==> src/rtl/hwpe_stream_tcdm_rr_arbiter_pkg.sv <==
// Shared TCDM constants and the request bundle type used by the
// round-robin arbiter and its response-index FIFO.
package hwpe_stream_package;

   localparam int unsigned HWPE_TCDM_ADDR_W = 32;
   localparam int unsigned HWPE_TCDM_BE_W   = 4;
   localparam int unsigned HWPE_TCDM_DATA_W = 32;

   // One TCDM request as seen on the shared slave port.
   typedef struct packed {
      logic [HWPE_TCDM_ADDR_W-1:0] add;
      logic                        wen;
      logic [HWPE_TCDM_BE_W-1:0]   be;
      logic [HWPE_TCDM_DATA_W-1:0] data;
   } tcdm_req_t;

endpackage : hwpe_stream_package

==> src/rtl/hwpe_stream_tcdm_resp_fifo.sv <==
// Small circular FIFO holding the requester index of every granted read,
// so that in-order read responses can be routed back to their owner.
module hwpe_stream_tcdm_resp_fifo #(
   parameter int unsigned ID_W       = 2,
   parameter int unsigned RESP_DEPTH = 2
) (
   input  logic            clk_i,
   input  logic            rst_ni,
   input  logic            push_i,
   input  logic [ID_W-1:0] push_id_i,
   input  logic            pop_i,
   output logic            full_o,
   output logic            empty_o,
   output logic [ID_W-1:0] head_o
);

   localparam int unsigned PTR_W = (RESP_DEPTH > 1) ? $clog2(RESP_DEPTH) : 1;
   localparam int unsigned CNT_W = $clog2(RESP_DEPTH + 1);

   logic [ID_W-1:0]  r_mem [RESP_DEPTH];
   logic [PTR_W-1:0] r_wr_ptr;
   logic [PTR_W-1:0] r_rd_ptr;
   logic [CNT_W-1:0] r_cnt;

   logic w_push;
   logic w_pop;

   // Pointer increment with an explicit wrap so any depth works.
   function automatic logic [PTR_W-1:0] ptr_inc(input logic [PTR_W-1:0] p);
      return (p == PTR_W'(RESP_DEPTH - 1)) ? '0 : p + 1'b1;
   endfunction

   assign full_o  = (r_cnt == CNT_W'(RESP_DEPTH));
   assign empty_o = (r_cnt == '0);
   assign head_o  = r_mem[r_rd_ptr];

   // A push into a full FIFO is only legal when the head leaves the same cycle.
   assign w_push = push_i & (~full_o | pop_i);
   assign w_pop  = pop_i & ~empty_o;

   // Storage write.
   // NOTE: the payload array has no reset; only pointers and count define validity.
   always_ff @(posedge clk_i) begin
      if (w_push) begin
         r_mem[r_wr_ptr] <= push_id_i;
      end
   end

   // Pointer and occupancy bookkeeping with synchronous reset.
   // NOTE: sequential state is updated only with non-blocking assignments.
   always_ff @(posedge clk_i) begin
      if (!rst_ni) begin
         r_wr_ptr <= '0;
         r_rd_ptr <= '0;
         r_cnt    <= '0;
      end else begin
         if (w_push) r_wr_ptr <= ptr_inc(r_wr_ptr);
         if (w_pop)  r_rd_ptr <= ptr_inc(r_rd_ptr);
         case ({w_push, w_pop})
            2'b10:   r_cnt <= r_cnt + 1'b1;
            2'b01:   r_cnt <= r_cnt - 1'b1;
            default: r_cnt <= r_cnt;
         endcase
      end
   end

endmodule : hwpe_stream_tcdm_resp_fifo

==> src/rtl/hwpe_stream_tcdm_rr_arbiter.sv <==
// Round-robin arbiter sharing one TCDM slave port among NB_IN masters.
// Reads are tracked in an index FIFO so responses may arrive with any
// latency of one cycle or more and still reach the right master.
module hwpe_stream_tcdm_rr_arbiter
   import hwpe_stream_package::*;
#(
   parameter int unsigned NB_IN      = 4,
   parameter int unsigned RESP_DEPTH = 2,
   parameter int unsigned ID_W       = $clog2(NB_IN)
) (
   input  logic                                clk_i,
   input  logic                                rst_ni,
   input  logic [NB_IN-1:0]                    in_req_i,
   output logic [NB_IN-1:0]                    in_gnt_o,
   input  logic [NB_IN*HWPE_TCDM_ADDR_W-1:0]   in_add_i,
   input  logic [NB_IN-1:0]                    in_wen_i,
   input  logic [NB_IN*HWPE_TCDM_BE_W-1:0]     in_be_i,
   input  logic [NB_IN*HWPE_TCDM_DATA_W-1:0]   in_data_i,
   output logic [NB_IN*HWPE_TCDM_DATA_W-1:0]   in_r_data_o,
   output logic [NB_IN-1:0]                    in_r_valid_o,
   output logic                                out_req_o,
   input  logic                                out_gnt_i,
   output logic [HWPE_TCDM_ADDR_W-1:0]         out_add_o,
   output logic                                out_wen_o,
   output logic [HWPE_TCDM_BE_W-1:0]           out_be_o,
   output logic [HWPE_TCDM_DATA_W-1:0]         out_data_o,
   input  logic [HWPE_TCDM_DATA_W-1:0]         out_r_data_i,
   input  logic                                out_r_valid_i,
   output logic                                err_o
);

   logic [ID_W-1:0] r_ptr;
   logic            r_err;

   tcdm_req_t       w_fields [NB_IN];
   tcdm_req_t       w_sel;
   logic [NB_IN-1:0] w_elig;
   logic            w_found;
   logic [ID_W-1:0] w_win;
   logic            w_hs;
   logic            w_push;
   logic            w_pop;
   logic            w_full;
   logic            w_empty;
   logic [ID_W-1:0] w_head;

   // Unpack the flat per-requester buses into request bundles.
   always_comb begin
      for (int unsigned i = 0; i < NB_IN; i++) begin
         w_fields[i].add  = in_add_i [i*HWPE_TCDM_ADDR_W +: HWPE_TCDM_ADDR_W];
         w_fields[i].wen  = in_wen_i [i];
         w_fields[i].be   = in_be_i  [i*HWPE_TCDM_BE_W +: HWPE_TCDM_BE_W];
         w_fields[i].data = in_data_i[i*HWPE_TCDM_DATA_W +: HWPE_TCDM_DATA_W];
      end
   end

   // Reads are held back while the index FIFO is full; writes never are.
   // Nothing is eligible while reset is asserted.
   assign w_elig = in_req_i & ~(in_wen_i & {NB_IN{w_full}}) & {NB_IN{rst_ni}};

   // Priority search starting at the round-robin pointer.
   // NOTE: every combinational output gets a default first so no latch is inferred.
   always_comb begin
      int unsigned idx;
      w_found = 1'b0;
      w_win   = '0;
      for (int unsigned k = 0; k < NB_IN; k++) begin
         idx = int'(r_ptr) + k;
         if (idx >= NB_IN) idx = idx - NB_IN;
         if (!w_found && w_elig[idx]) begin
            w_found = 1'b1;
            w_win   = ID_W'(idx);
         end
      end
   end

   // Field mux onto the shared port; idle port drives zeros.
   always_comb begin
      w_sel = '0;
      if (w_found) w_sel = w_fields[w_win];
   end

   assign out_req_o  = w_found;
   assign out_add_o  = w_sel.add;
   assign out_wen_o  = w_sel.wen;
   assign out_be_o   = w_sel.be;
   assign out_data_o = w_sel.data;

   assign w_hs   = out_req_o & out_gnt_i;
   assign w_push = w_hs & out_wen_o;
   assign w_pop  = out_r_valid_i & ~w_empty & rst_ni;

   // Grant goes straight back to the winner in the same cycle.
   always_comb begin
      in_gnt_o = '0;
      if (w_hs) in_gnt_o[w_win] = 1'b1;
   end

   // Route the response valid to the oldest outstanding reader.
   always_comb begin
      in_r_valid_o = '0;
      if (w_pop) in_r_valid_o[w_head] = 1'b1;
   end

   assign in_r_data_o = {NB_IN{out_r_data_i}};
   assign err_o       = r_err;

   hwpe_stream_tcdm_resp_fifo #(
      .ID_W       (ID_W),
      .RESP_DEPTH (RESP_DEPTH)
   ) i_resp_fifo (
      .clk_i     (clk_i),
      .rst_ni    (rst_ni),
      .push_i    (w_push),
      .push_id_i (w_win),
      .pop_i     (w_pop),
      .full_o    (w_full),
      .empty_o   (w_empty),
      .head_o    (w_head)
   );

   // Pointer advances past the winner only on a handshake; a stalled
   // winner keeps priority. The error flag is sticky until reset.
   always_ff @(posedge clk_i) begin
      if (!rst_ni) begin
         r_ptr <= '0;
         r_err <= 1'b0;
      end else begin
         if (w_hs) begin
            r_ptr <= (w_win == ID_W'(NB_IN - 1)) ? '0 : w_win + 1'b1;
         end
         if (out_r_valid_i && w_empty) begin
            r_err <= 1'b1;
         end
      end
   end

endmodule : hwpe_stream_tcdm_rr_arbiter
==> config.mk <==
export PLATFORM = sky130hd
export DESIGN_NAME = hwpe_stream_tcdm_rr_arbiter
export DESIGN_NICKNAME = d
export VERILOG_FILES = /design/src/rtl/hwpe_stream_tcdm_rr_arbiter_pkg.sv /design/src/rtl/hwpe_stream_tcdm_resp_fifo.sv /design/src/rtl/hwpe_stream_tcdm_rr_arbiter.sv
export SDC_FILE = /design/constraint.sdc
export NUM_CORES = 1
export LEC_CHECK = 0
export CORE_AREA = 5 5 202 204
export CTS_CLUSTER_SIZE = 12
export DETAILED_ROUTE_END_ITERATION = 10
export DIE_AREA = 0 0 207 209
export GPL_TIMING_DRIVEN = 0
export PLACE_DENSITY_LB_ADDON = 0.12
export SETUP_SLACK_MARGIN = 0.05
export SLEW_MARGIN = 10
export SYNTH_ARGS = -nofsm -noshare
export SYNTH_HDL_FRONTEND = slang
export SYNTH_SLANG_ARGS = --single-unit
==> constraint.sdc <==
create_clock -name clk_i -period 4.9 [get_ports clk_i]
set_input_delay 0.98 -clock clk_i [delete_from_list [all_inputs] [get_ports clk_i]]
set_output_delay 0.98 -clock clk_i [all_outputs]
set_load 0.02 [all_outputs]
==> parameters.txt, run 1 <==
Parameter                              Value

Logic synthesis
  Number of nets in the synthesized netlist ... approximately 930
  Post-synth top flop ... dfxtp_1
  Sequential element share of the synthesized area ... 6.35%
  Mapped cell area ... around 4400 µm²
  Flop and latch count out of synthesis ... 12
  Share of flip-flops with an asynchronous set or reset after synthesis ... 0%
  Count leader, synth ... nand2_1
  Mean instance size in the synthesized netlist ... 7.22 µm²
  Number of flops mapped to enable cells by yosys ... 4
  Top cell types by occurrence after synthesis ... 143 x nand2_1, 139 x mux2i_1, 130 x buf_4
  YS warnings ... 0
  Count of mapped cells out of synthesis ... a little over 600
  Synth area leader ... mux2i_1
  Count of different cell masters after synthesis ... 40
  Post-synth top area share ... 31.5%
  Area contributors post-synth ... mux2i_1 32%, buf_4 22%, nand2_1 12%, and3_1 10%, buf_6 4.3%

GRT
  Number of global-route vias before repair ... 6475
  Maximum number of pins on one net before global-route repair ... 14
  Global-route wire length before repair ... about 44 mm
  Combined global-route utilization of all metal layers ... around an eighth
  Initial antenna violation count ... 3
  Global-route congestion overflow total ... 0

Worst setup path
  Worst setup slack for register-to-register paths ... 2.05 ns
  Worst Reg-to-Reg Cells ... 10
  Reg-to-reg critical path endpoint ... i_resp_fifo.r_cnt[1]
  Required time of the critical path ... slightly below 4 ns
  Worst setup EP type ... output port
  Reg2Reg Launch Point ... i_resp_fifo.r_cnt[1]
  Standard cell with the maximum stage delay on the critical path ... clkdlybuf4s50_1
  Critical path class ... primary input to output port
  CP startpoint kind ... primary input
  Maximum fanout count along the critical path ... 10
  CP cell instances ... clkdlybuf4s50_1, and2_1, a22oi_1, nor3_1, and2_1, buf_6, clkinv_4, clkbuf_4, nand2_1, and3_1, clkdlybuf4s50_1
  Stage delay of the slowest cell on the critical path ... 0.63 ns
  Arrival time at the worst endpoint ... 3.71 ns

Power
  Logic pwr share ... 83.9%
  Worst ir drop on vdd ... 113 µV
  Share of total power in the clock network ... under 10%
  NetSw ... 719 µW
  Internal ... 996 µW
  Proportion of power drawn by flip-flops and latches ... 7.4%
  Pleak ... 0.00494 µW
  Switch share ... 41.9%
  Power density cells ... between 150 and 200 nW/µm²

Floorplanning
  Full die area ... between 40000 and 50000 µm²
  Overall die width ... about 210 µm
  Starting density of the core ... between 10% and 20%
  Die height ... 209 µm
  Ports placed on the boundary ... 523
  Site Rows ... 73
  Core area ... 39100 µm²

Min path
  HP Class ... flip-flop to flip-flop
  Startpoint of the worst hold path ... err_o
  Hold Path Stages ... 2
  Hold worst-path end ... err_o

Routing
  Total Routed Length ... 30.1 mm
  Post-route ant nets ... 0
  Total vias in the final route ... between 5000 and 6000
  Post-DR vias/cell ... ~3.6
  Routed metal-1 wirelength ... 11.7 mm
  Drt drc ... 0
  WL met2 ... 15.9 mm
  Number of iterations in the first detailed-routing pass ... 4
  Detailed Route Iter0 Violations ... 158
  Met3 wire length ... 2.37 mm
  Top metal layer carrying routed signals ... met4
  Detailed-route wire length per cell ... ~18 µm

Clocking
  Clock transition time at the flip-flop clock pins of the worst setup and hold paths ... 0.04 ns
  Hold-fix buffers at CTS ... 0
  Insertion delay of the later-clocked pin in the worst-skew pair ... ~0.24 ns
  Number of sinks on the clock net ... 12
  Clock tree from TritonCTS ... done
  Clock tree root buffer cell ... clkbuf_16
  H-tree depth ... 1
  TritonCTS Buffers ... 3
  Worst-case clock buffer depth ... 2
  Buffers inserted during post-CTS setup optimization ... 0

Timing
  Max Clock Freq ... about 210 MHz
  # setup viols final ... 0
  Total count of max-transition violations in the final report ... 0
  Slew margin rel. ... 56.5%
  Ratio of final minimum period to clock period ... 95.8%
  Unrepaired setup endpoints after global routing ... true
  Total Neg Setup Slack ... 0 ns
  Worst Hold Margin ... between 0.4 and 0.5 ns
  Minimum clock period after layout ... 4.69 ns
  Transition at the pin with the smallest max-transition slack ... approximately 0.65 ns
  Hold Fails Final Rpt ... 0
  Max Clock Skew ... around 0.0013 ns

Finish
  Post-synthesis to final-layout area growth ... 130%
  Share of the core filled with cells ... 25.9%
  Share of layout cells above drive strength 1 ... between 10% and 20%
  Fill cell count ... 4373
  Fin nets ... 1427

Job
  Number of violations of the max-capacitance limit ... 0

Placement
  Number of buffers added on ports ... 489
  Weighted congestion at the end of routability-driven global placement ... 0.795
  HPWL after detailed placement ... roughly 26 mm

Status
  Status ... completed
-- cells by family after synthesis --
kind of cell    share of synthesized area [%]
simple gates                             27.1
compound gates                           3.65
buf+inv                                  29.4
xor+xnor                                0.595
flops                                    6.35
fa+ha+maj                                1.42
mux                                      31.5
-- power by group through the flow --
stage	clock network, µW	logic, µW	registers (µW)
5_1_grt	159	1550	128
2_1_floorplan	0	730	126
3_3_place_gp	0	1470	128
3_5_place_dp	0	1470	128
6_report	149	1440	127
4_1_cts	153	1480	126
-- layer usage --
metal / vias up / global-route usage [%]
met3: 6 / 4.22
li1: 2937 / -
met2: 306 / 24.9
met1: 2664 / 14.5
met5: - / 0
met4: 0 / 1.53
-- worst max path at each step --
stage / start / to / slack [ns] / cells after the start
after floorplan: rst_ni / in_gnt_o[1] / 1.25 / 9
after global placement: in_wen_i[0] / in_gnt_o[3] / -0.18 / 10
after detailed placement: in_wen_i[1] / out_data_o[10] / -0.15 / 11
after CTS: in_wen_i[2] / out_data_o[8] / 0.04 / 11
after global routing: in_wen_i[0] / out_data_o[17] / 0.02 / 11
final: in_req_i[1] / out_data_o[17] / 0.21 / 11
-- through the flow --
stage | cell area [µm²] | setup slack [ns] | power, µW | cells
2_1_floorplan | 4420 | 1.25 | 856 | 612
3_3_place_gp | 9970 | -0.177 | 1600 | 1626
3_5_place_dp | 9970 | -0.153 | 1590 | 1626
4_1_cts | 10100 | 0.0433 | 1750 | 1630
5_1_grt | 10100 | 0.0172 | 1840 | 1633
6_report | 10100 | 0.205 | 1720 | 1633
-- registers in the layout, indices dropped and copies added, names as in the netlist, named ones only --
| register | count |
|---|---|
| err_o | 1 |
| i_resp_fifo.r_cnt | 2 |
| i_resp_fifo.r_mem | 4 |
| i_resp_fifo.r_rd_ptr | 1 |
| i_resp_fifo.r_wr_ptr | 1 |
| r_ptr | 2 |
-- cell usage in the layout, fill, tap and decap left out, types with 4 or more instances in the layout --
master	netlist	layout
buf_4	130	131
clkdlybuf4s50_1	0	471
nand3b_1	5	5
and2_1	5	5
inv_1	7	7
and3_1	72	72
ha_1	5	5
buf_6	17	17
nand2_1	143	143
clkbuf_2	0	6
dfxtp_1	8	8
edfxtp_1	4	4
dlymetal6s2s_1	0	14
mux2i_2	0	5
nor3_1	4	4
mux2i_1	139	134
clkbuf_4	0	5
a21oi_1	6	6
dlygate4sd2_1	0	4
nor2_1	13	13
clkbuf_1	15	9
-- worst max-delay path, delay by kind of cell --
kind                   cells  cell delay, ns
buffers and inverters      5            1.64
AND/OR/NAND/NOR            5            0.97
AO/OA/AOI/OAI              1            0.11
-- final cells by class --
cell class | count | area (µm²) | area share (%)
clock buffer | 4 | 78.8 | 0.778
antenna | 3 | 7.51 | 0.0741
timing repair buffer | 489 | 4920 | 48.6
multi-input combinational | 421 | 2860 | 28.2
tap | 525 | 657 | 6.48
sequential | 12 | 280 | 2.76
buffer | 171 | 1290 | 12.7
inverter | 8 | 35.0 | 0.346
-- repair_timing --
item | 4_1_cts | 5_1_grt
gates cloned | 0 | 0
setup endpoints to repair | 61 | 67
gates resized for setup | 13 | 31
Note: power is estimated with default switching activity, not from simulation.
==> inputs of run 2 (changes only) <==
RECOVER_POWER = 50   (was not set)
SKIP_CTS_REPAIR_TIMING = 1   (was not set)
==> run 2 against run 1 <==
Against the previous run:
- combinational power barely moved
- setup slack improved by 0.0039 ns
- sequential power about the same
==> parameters.txt, run 2 (synthesis gave the netlist of run 1 again) <==
Parameter                              Value

Worst setup path
  Critical path class ... primary input to output port (unchanged)
  Worst setup EP type ... output port (unchanged)
  CP startpoint kind ... primary input (unchanged)
  Maximum fanout count along the critical path ... 10 (unchanged)
  Worst Reg-to-Reg Cells ... 10 (unchanged)
  Required time of the critical path ... 3.92 ns (about the same)
  Arrival time at the worst endpoint ... 3.71 ns (about the same)

Finish
  Largest registers ... i_resp_fifo.r_mem x4, i_resp_fifo.r_cnt x2, r_ptr x2 (unchanged)
  Fill cell count ... 4356 (was 4373)
  Max FFs per register ... 4 (unchanged)
  Leading cell type in the layout, fill and taps excluded ... clkdlybuf4s50_1 (unchanged)
  Fin nets ... 1427 (unchanged)
  Commonest non-fill, non-tap cells in the layout ... 350 x clkdlybuf4s50_1, 143 x nand2_1, 135 x mux2i_1 (was 471 x clkdlybuf4s50_1, 143 x nand2_1, 134 x mux2i_1)
  Non-Filler Cell Area, Final ... 10200 µm² (was 10100 µm²)
  Post-synthesis to final-layout area growth ... 130% (about the same)
  Share of layout cells above drive strength 1 ... 15.7% (about the same)
  Register with the most flip-flops ... i_resp_fifo.r_mem (unchanged)

Placement
  HPWL after detailed placement ... 26.0 mm (unchanged)
  Placed cell areas ... 9970 µm² (unchanged)
  Number of buffers added on ports ... 489 (unchanged)
  Weighted congestion at the end of routability-driven global placement ... 0.795 (unchanged)
  Placement Setup Slack ... -0.153 ns (unchanged)

Timing
  Max Clock Skew ... 0.00104 ns (was 0.00127 ns)
  Slew margin rel. ... 56.6% (was 56.5%)
  Hold Fails Final Rpt ... 0 (unchanged)
  Ratio of final minimum period to clock period ... 95.7% (was 95.8%)
  # setup viols final ... 0 (unchanged)
  Minimum clock period after layout ... 4.69 ns (about the same)
  Least setup slack across all paths after layout ... 0.209 ns (was 0.205 ns)
  Transition at the pin with the smallest max-transition slack ... 0.651 ns (was 0.652 ns)
  Total count of max-transition violations in the final report ... 0 (unchanged)
  Max Clock Freq ... 213 MHz (about the same)
  Unrepaired setup endpoints after global routing ... true (unchanged)

Power
  Pleak ... 0.00515 µW (was 0.00494 µW)
  Worst ir drop on vdd ... 113 µV (about the same)
  Power density cells ... 166 nW/µm² (was 169 nW/µm²)
  Total Power Consumption ... 1690 µW (was 1720 µW)

Floorplanning
  Die height ... 209 µm (unchanged)
  Core area ... 39100 µm² (unchanged)
  Overall die width ... 207 µm (unchanged)
  Full die area ... 43300 µm² (unchanged)
  Ports placed on the boundary ... 523 (unchanged)
  Starting density of the core ... 11.3% (unchanged)
  Site Rows ... 73 (unchanged)

Min path
  HP Class ... flip-flop to flip-flop (unchanged)
  Hold Path Stages ... 2 (unchanged)

Routing
  Total Routed Length ... 30.1 mm (about the same)
  Number of iterations in the first detailed-routing pass ... 4 (unchanged)
  Drt drc ... 0 (unchanged)
  Detailed Route Iter0 Violations ... 140 (was 158)
  Post-route ant nets ... 0 (unchanged)
  Detailed-route wire length per cell ... 18.4 µm (about the same)
  Post-DR vias/cell ... 3.62 (about the same)
  Total vias in the final route ... 5910 (was 5913)

Status
  Status ... completed (unchanged)

Clocking
  Insertion delay of the later-clocked pin in the worst-skew pair ... 0.24 ns (about the same)
  Clock tree from TritonCTS ... done (unchanged)
  H-tree depth ... 1 (unchanged)
  Clock tree root buffer cell ... clkbuf_16 (unchanged)
  TritonCTS Buffers ... 3 (unchanged)
  Clock transition time at the flip-flop clock pins of the worst setup and hold paths ... 0.04 ns (about the same)
  Worst-case clock buffer depth ... 2 (unchanged)
  Number of sinks on the clock net ... 12 (unchanged)

Job
  Number of violations of the max-capacitance limit ... 0 (unchanged)

GRT
  Global-route wire length before repair ... 43.6 mm (about the same)
  Global-route congestion overflow total ... 0 (unchanged)
  Maximum number of pins on one net before global-route repair ... 14 (unchanged)
  Number of global-route vias before repair ... 6480 (was 6475)
  Initial antenna violation count ... 3 (unchanged)
  Combined global-route utilization of all metal layers ... 13.0% (about the same)
==> run 2: cell types whose count changed in the layout (fill, tap and decap cells not counted), sizes merged <==
cell | previous run | this run
clkdlybuf4s50 | 471 | 350
dlygate4sd3 | 0 | 109
dlymetal6s2s | 14 | 30
dlygate4sd2 | 4 | 0
buf | 152 | 151
clkbuf | 23 | 24
clkinv | 1 | 0
inv | 7 | 8
==> run 2: worst paths after layout <==
| kind | startpoint | slack, ns | end |
|---|---|---|---|
| setup / recovery | in_wen_i[1] | 0.21 | out_data_o[17] |
| hold / removal | err_o | 0.47 | err_o |
| setup reg to reg | i_resp_fifo.r_cnt[1] | 2.07 | i_resp_fifo.r_cnt[1] |
| hold reg to reg | err_o | 0.47 | err_o |
==> run 2: area by class of cell <==
| type | instances | area (µm²) | share of cell area (%) |
|---|---|---|---|
| tap | 525 | 657 | 6.45 |
| antenna | 3 | 7.51 | 0.0738 |
| sequential | 12 | 280 | 2.75 |
| inverter | 8 | 32.5 | 0.320 |
| clock buffer | 4 | 78.8 | 0.774 |
| multi-input combinational | 421 | 2860 | 28.1 |
| timing repair buffer | 489 | 4970 | 48.8 |
| buffer | 171 | 1290 | 12.7 |
==> run 2: metal layers <==
metal | wire length [µm] | GRT usage (%) | vias up
met4 | 94 | 1.78 | 0
met3 | 2350 | 4.23 | 4
met5 | 0 | 0 | -
li1 | - | - | 2937
met2 | 15900 | 24.8 | 308
met1 | 11700 | 14.4 | 2661
==> run 2: critical path, stage by stage <==
cell and delay [ns]:
clkdlybuf4s50_1 0.49, nand3b_1 0.16, a2111oi_2 0.40, nor3_1 0.11, and2_1 0.18, buf_6 0.16, inv_4 0.14, clkbuf_4 0.24
nand2_1 0.06, and3_1 0.21, clkdlybuf4s50_1 0.55
==> run 2: where the power goes <==
part / internal (µW) / switching [µW] / leakage [µW]
logic: 752 / 666 / 0.00501
registers: 116 / 10.3 / 0.000103
clock network: 109 / 40.4 / 0.0000382
total: 978 / 717 / 0.00515
==> run 2: per-stage QoR <==
stage	setup TNS, ns	instances	hold WS, ns	util (%)
final	0	1633	0.468	26.0
after floorplan	0	612	0.451	-
after global placement	-2.13	1626	0.465	25.5
after CTS	-2.16	1630	0.485	25.7
after detailed placement	-1.62	1626	0.471	25.5
after global routing	0	1633	0.504	26.0
